$ cat src/rtl/tl_ns_timer.sv
// Next-state logic with a dwell counter for the traffic light loop: reads the registered state q
// and the street sensors, drives d back to the register, and decodes q into the two lights.
module tl_ns_timer #(
    parameter int YELLOW_CYCLES = 5,
    parameter int MIN_GREEN     = 3,
    parameter int MAX_GREEN     = 20,
    parameter int CNT_W         = 5
) (
    input  logic             clk,
    input  logic             reset,
    input  logic             ta,
    input  logic             tb,
    input  logic [1:0]       q,
    output logic [1:0]       d,
    output logic [CNT_W-1:0] cnt,
    output logic [1:0]       la,
    output logic [1:0]       lb
);

    // state | meaning
    // S0    | A green, B red
    // S1    | A yellow, B red
    // S2    | B green, A red
    // S3    | B yellow, A red
    typedef enum logic [1:0] {
        S0 = 2'b00,
        S1 = 2'b01,
        S2 = 2'b10,
        S3 = 2'b11
    } state_t;

    localparam logic [1:0] GREEN  = 2'b00;
    localparam logic [1:0] YELLOW = 2'b01;
    localparam logic [1:0] RED    = 2'b10;

    localparam logic [CNT_W-1:0] CNT_MAX = '1;
    localparam logic [CNT_W-1:0] YEL_TC  = CNT_W'(YELLOW_CYCLES - 1);
    localparam logic [CNT_W-1:0] MIN_TC  = CNT_W'(MIN_GREEN - 1);
    localparam logic [CNT_W-1:0] MAX_TC  = CNT_W'(MAX_GREEN - 1);

    state_t           cur;
    state_t           nxt;
    logic [1:0]       q_prev;
    logic [CNT_W-1:0] cnt_reg;
    logic [CNT_W-1:0] cnt_eff;
    logic             min_met;
    logic             max_met;
    logic             yel_done;

    assign cur = state_t'(q);

    // Any change of q restarts the dwell, even one this block did not request.
    assign cnt_eff  = (q != q_prev) ? '0 : cnt_reg;
    assign cnt      = cnt_eff;
    assign min_met  = (cnt_eff >= MIN_TC);
    assign max_met  = (cnt_eff >= MAX_TC);
    assign yel_done = (cnt_eff == YEL_TC);

    always_ff @(posedge clk) begin
        if (reset) begin
            q_prev  <= 2'b00;
            cnt_reg <= '0;
        end else begin
            q_prev  <= q;
            cnt_reg <= (cnt_eff == CNT_MAX) ? CNT_MAX : cnt_eff + CNT_W'(1);
        end
    end

    always_comb begin
        nxt = S0;
        if (!reset) begin
            case (cur)
                S0:      nxt = (min_met && (!ta || (tb && max_met))) ? S1 : S0;
                S1:      nxt = yel_done ? S2 : S1;
                S2:      nxt = (min_met && (!tb || (ta && max_met))) ? S3 : S2;
                S3:      nxt = yel_done ? S0 : S3;
                default: nxt = S0;
            endcase
        end
    end

    assign d = nxt;

    always_comb begin
        la = RED;
        lb = RED;
        case (cur)
            S0:      la = GREEN;
            S1:      la = YELLOW;
            S2:      lb = GREEN;
            S3:      lb = YELLOW;
            default: ;
        endcase
    end

endmodule

$ cat config.mk
export PLATFORM = sky130hd
export DESIGN_NAME = tl_ns_timer
export DESIGN_NICKNAME = d
export VERILOG_FILES = /design/src/rtl/tl_ns_timer.sv
export SDC_FILE = /design/constraint.sdc
export NUM_CORES = 1
export LEC_CHECK = 0
export CAP_MARGIN = 20
export CORE_AREA = 2 2 39 41
export DETAILED_ROUTE_END_ITERATION = 6
export DIE_AREA = 0 0 41 43
export GPL_TIMING_DRIVEN = 0
export HOLD_SLACK_MARGIN = 0.05
export PLACE_DENSITY = 0.66
export SLEW_MARGIN = 20
export SYNTH_ARGS = -nofsm -noshare
export SYNTH_HDL_FRONTEND = slang
export SYNTH_SLANG_ARGS = --single-unit
$ cat constraint.sdc
create_clock -name clk -period 3.94 [get_ports clk]
set_input_delay 0.591 -clock clk [delete_from_list [all_inputs] [get_ports clk]]
set_output_delay 0.591 -clock clk [all_outputs]
set_load 0.02 [all_outputs]
==> results.sh, run 1 <==
export IMPL_syn_to_final_growth_pct=43.8
export IMPL_grt_pass1_vias=379
export IMPL_synth_simple_area_share_pct=30.8
export IMPL_root_buffer="clkbuf_4"
export IMPL_timing_worst_setup_path_type="in2out"
export IMPL_synthXorXnorAreaFrac_pct=10.6
export IMPL_seq_area_frac_synth_pct=29.7
export IMPL_wirelength_um=992
export IMPL_synthMuxAreaShare_pct=0
export IMPL_portBuffers=14
export IMPL_via_count=456
export IMPL_multi_input_area_um2=325
export IMPL_cts_sinks=7
export IMPL_routedWlPerCell_um=11.3
export IMPL_io_pins=17
export IMPL_crit_chain="dlymetal6s2s_1 > xor2_4 > nor2_4 > and2_1 > ha_1 > a2111oi_1 > nor2_1 > a31oi_1 > a211oi_1 > clkdlybuf4s50_1"
export IMPL_yosysTopAreaCellShare_pct=29.7
export IMPL_placementRows=14
export IMPL_hold_class="reg2reg"
export IMPL_cp_max_fo=8
export IMPL_drc=0
export IMPL_synth_async_reset_ratio_pct=0
export IMPL_p_comb_share_pct=22.3
export IMPL_largest_reg_flops=5
export IMPL_setup_violations=0
export IMPL_cts_hold_buf=0
export IMPL_place_congestion=0.741
export IMPL_hold_violations=0
export IMPL_finClkSkew_ns=0.00131
export IMPL_postRouteAntennaNets=0
export IMPL_dieArea_mm2=0.00176
export IMPL_synth_largest_area_cell="dfxtp_1"
export IMPL_hpwl_um=707
export IMPL_postLayoutCoreUtil_pct=49.0
export IMPL_final_cell_area_um2=678
export IMPL_drt_first_pass_iters=4
export IMPL_p_total_w=0.000181
export IMPL_dpl_instance_area_um2=632
export IMPL_maxCapViolations=0
export IMPL_stdcell_count=88
export IMPL_synth_area_um2=472
export IMPL_insertion_delay_ns=0.25
export IMPL_grt_max_degree=10
export IMPL_ys_flop_type="dfxtp_1"
export IMPL_grt_pass1_wl_um=1510
export IMPL_die_h_um=43
export IMPL_synthAdderAreaFrac_pct=7.96
export IMPL_path_clk_slew_ns=0.05
export IMPL_p_switching_w=0.0000509
export IMPL_seq_area_um2=140
export IMPL_critical_path_arrival_ns=2.95
export IMPL_leakagePower_nw=0.273
export IMPL_fin_crit_sh_pct=89.9
export IMPL_synth_top_family_by_area="simple AND/OR/NAND/NOR gates"
export IMPL_synth_commonest_cells="7 x dfxtp_1, 4 x and2_1, 4 x nor2_1"
export IMPL_yosysMostFrequentCell="dfxtp_1"
export IMPL_routed_via_density=5.18
export IMPL_layout_nets=82
export IMPL_ir_drop_uv=119
export IMPL_cts_max_level=1
export IMPL_antenna_found_initial=0
export IMPL_power_frac_seq_pct=41.9
export IMPL_cts_tree="yes"
export IMPL_syn_inst=54
export IMPL_dpl_cell_count=84
export IMPL_status="completed"
export IMPL_whs_ns=0.632
export IMPL_clock_path_buffers=2
export IMPL_critPathMaxStageDelay_ns=0.55
export IMPL_switching_share_pct=28.2
export IMPL_cp_data_required_time_ns=3.35
export IMPL_power_internal_w=0.000130
export IMPL_fin_crit_ns=3.54
export IMPL_syn_avg_cell_area_um2=8.74
export IMPL_die_x_um=41
export IMPL_synth_seq_cells=7
export IMPL_synth_edf_count=0
export IMPL_initial_core_util_pct=34.1
export IMPL_layout_drive_gt1_share_pct=16.7
export IMPL_cts_buffers=3
export IMPL_grt_setup_unrepaired="no"
export IMPL_critPathSlowestCell="clkdlybuf4s50_1"
export IMPL_ys_warnings_count=0
export IMPL_slew_headroom_pct=72.6
export IMPL_drv_slew=0
export IMPL_fmax_ghz=0.282
export IMPL_drt_iter0_markers=4
export IMPL_synth_compound_area_share_pct=15.9
export IMPL_synth_fp_nets=63
export IMPL_end_kind="output port"
export IMPL_tightest_slew_ns=0.411
export IMPL_overflow=0
export IMPL_power_density_mw_per_mm2=267
export IMPL_ys_types=28
export IMPL_start_kind="input pin"
export IMPL_n_antenna_cell=0
export IMPL_placeableCoreArea_mm2=0.00138
export IMPL_clockPowerShare_pct=35.8
export IMPL_fillCellCount=148
export IMPL_gr_usage_all_layers_pct=12.8
export IMPL_synth_area_leaders="dfxtp_1 30%, ha_1 8.0%, xor2_2 6.9%, and2_1 5.3%, xnor2_1 3.7%"
## path summary, 6_finish.rpt
| path | startpoint | end | slack, ns | cells after the start |
|---|---|---|---|---|
| worst min-delay path | cnt_reg[4] | cnt_reg[2] | 0.63 | 2 |
| worst max-delay path | q[0] | d[0] | 0.40 | 10 |
| worst max register to register | q_prev[0] | cnt_reg[1] | 2.09 | 7 |
| worst min register to register | cnt_reg[4] | cnt_reg[2] | 0.63 | 2 |
## power by group through the flow
| stage | Combinational [W] | Sequential [W] | Clock [W] |
|---|---|---|---|
| global placement | 0.0000383 | 0.0000765 | 0 |
| floorplan | 0.0000231 | 0.0000762 | 0 |
| detailed placement | 0.0000382 | 0.0000767 | 0 |
| global route | 0.0000444 | 0.0000759 | 0.0000717 |
| CTS | 0.0000385 | 0.0000753 | 0.0000668 |
| finish | 0.0000403 | 0.0000758 | 0.0000647 |
## routing by layer
metal | up-vias | share of wire [%] | GRT usage [%]
li1 | 226 | - | -
met1 | 214 | 47 | 15.3
met2 | 14 | 46 | 18.4
met3 | 2 | 4.9 | 3.14
met4 | 0 | 1.9 | 10.0
met5 | - | 0 | 0
## kinds of logic (layout without fill, tap and decap cells)
kind of cell             count (synthesis)  after routing
AND/OR/NAND/NOR                         23             23
AO/OA/AOI/OAI                           11             11
XOR/XNOR                                 4              4
adder cells (fa/ha/maj)                  3              3
flip-flops                               7              7
buffers and inverters                    6             24
## layout by cell type, fill, tap and decap left out, types with 2 or more instances in the layout
cell             count
nand2_1              3
and2_1               4
xnor2_1              2
clkbuf_4             3
clkdlybuf4s50_1     13
inv_2                3
a31oi_1              2
a21oi_1              3
nor2_1               4
clkbuf_1             3
nor2b_1              2
dfxtp_1              7
and3_1               2
ha_1                 3
## layout make-up
cell class | instances | area share [%]
Inverter | 3 | 1.66
Tap cell | 16 | 2.95
Buffer | 3 | 1.85
Sequential cell | 7 | 20.7
Clock buffer | 4 | 3.87
Timing Repair Buffer | 14 | 21.0
Multi-Input combinational cell | 41 | 48.0
## per-stage QoR
step / worst slack, ns / TNS [ns]
2_1_floorplan: 0.776 / 0
3_3_place_gp: -0.0650 / -0.0650
3_5_place_dp: -0.0229 / -0.0229
4_1_cts: 0.00610 / 0
5_1_grt: 0.230 / 0
6_report: 0.398 / 0
## critical path, delay by kind of cell
kind / cells / cell delay [ns]
fa+ha+maj: 1 / 0.26
compound gates: 3 / 0.57
simple gates: 3 / 0.41
buf+inv: 2 / 0.85
xor+xnor: 1 / 0.26
## repair_timing
action                     CTS  global route
gates resized for setup      1             3
setup endpoints to repair    1             2
buffers inserted             0             0
pin swaps                    1             0
No activity file was read; power rests on OpenSTA's default activity.
==> run 2: changes to the inputs <==
--- a/config.mk
+++ b/config.mk
@@ -9,6 +9,7 @@
 export CORE_AREA = 2 2 39 41
 export DETAILED_ROUTE_END_ITERATION = 6
 export DIE_AREA = 0 0 41 43
+export GPL_ROUTABILITY_DRIVEN = 1
 export GPL_TIMING_DRIVEN = 0
 export HOLD_SLACK_MARGIN = 0.05
 export PLACE_DENSITY = 0.66
==> results of run 2 <==
Same layout as run 1: the final DEF is identical, and so are final timing and power.
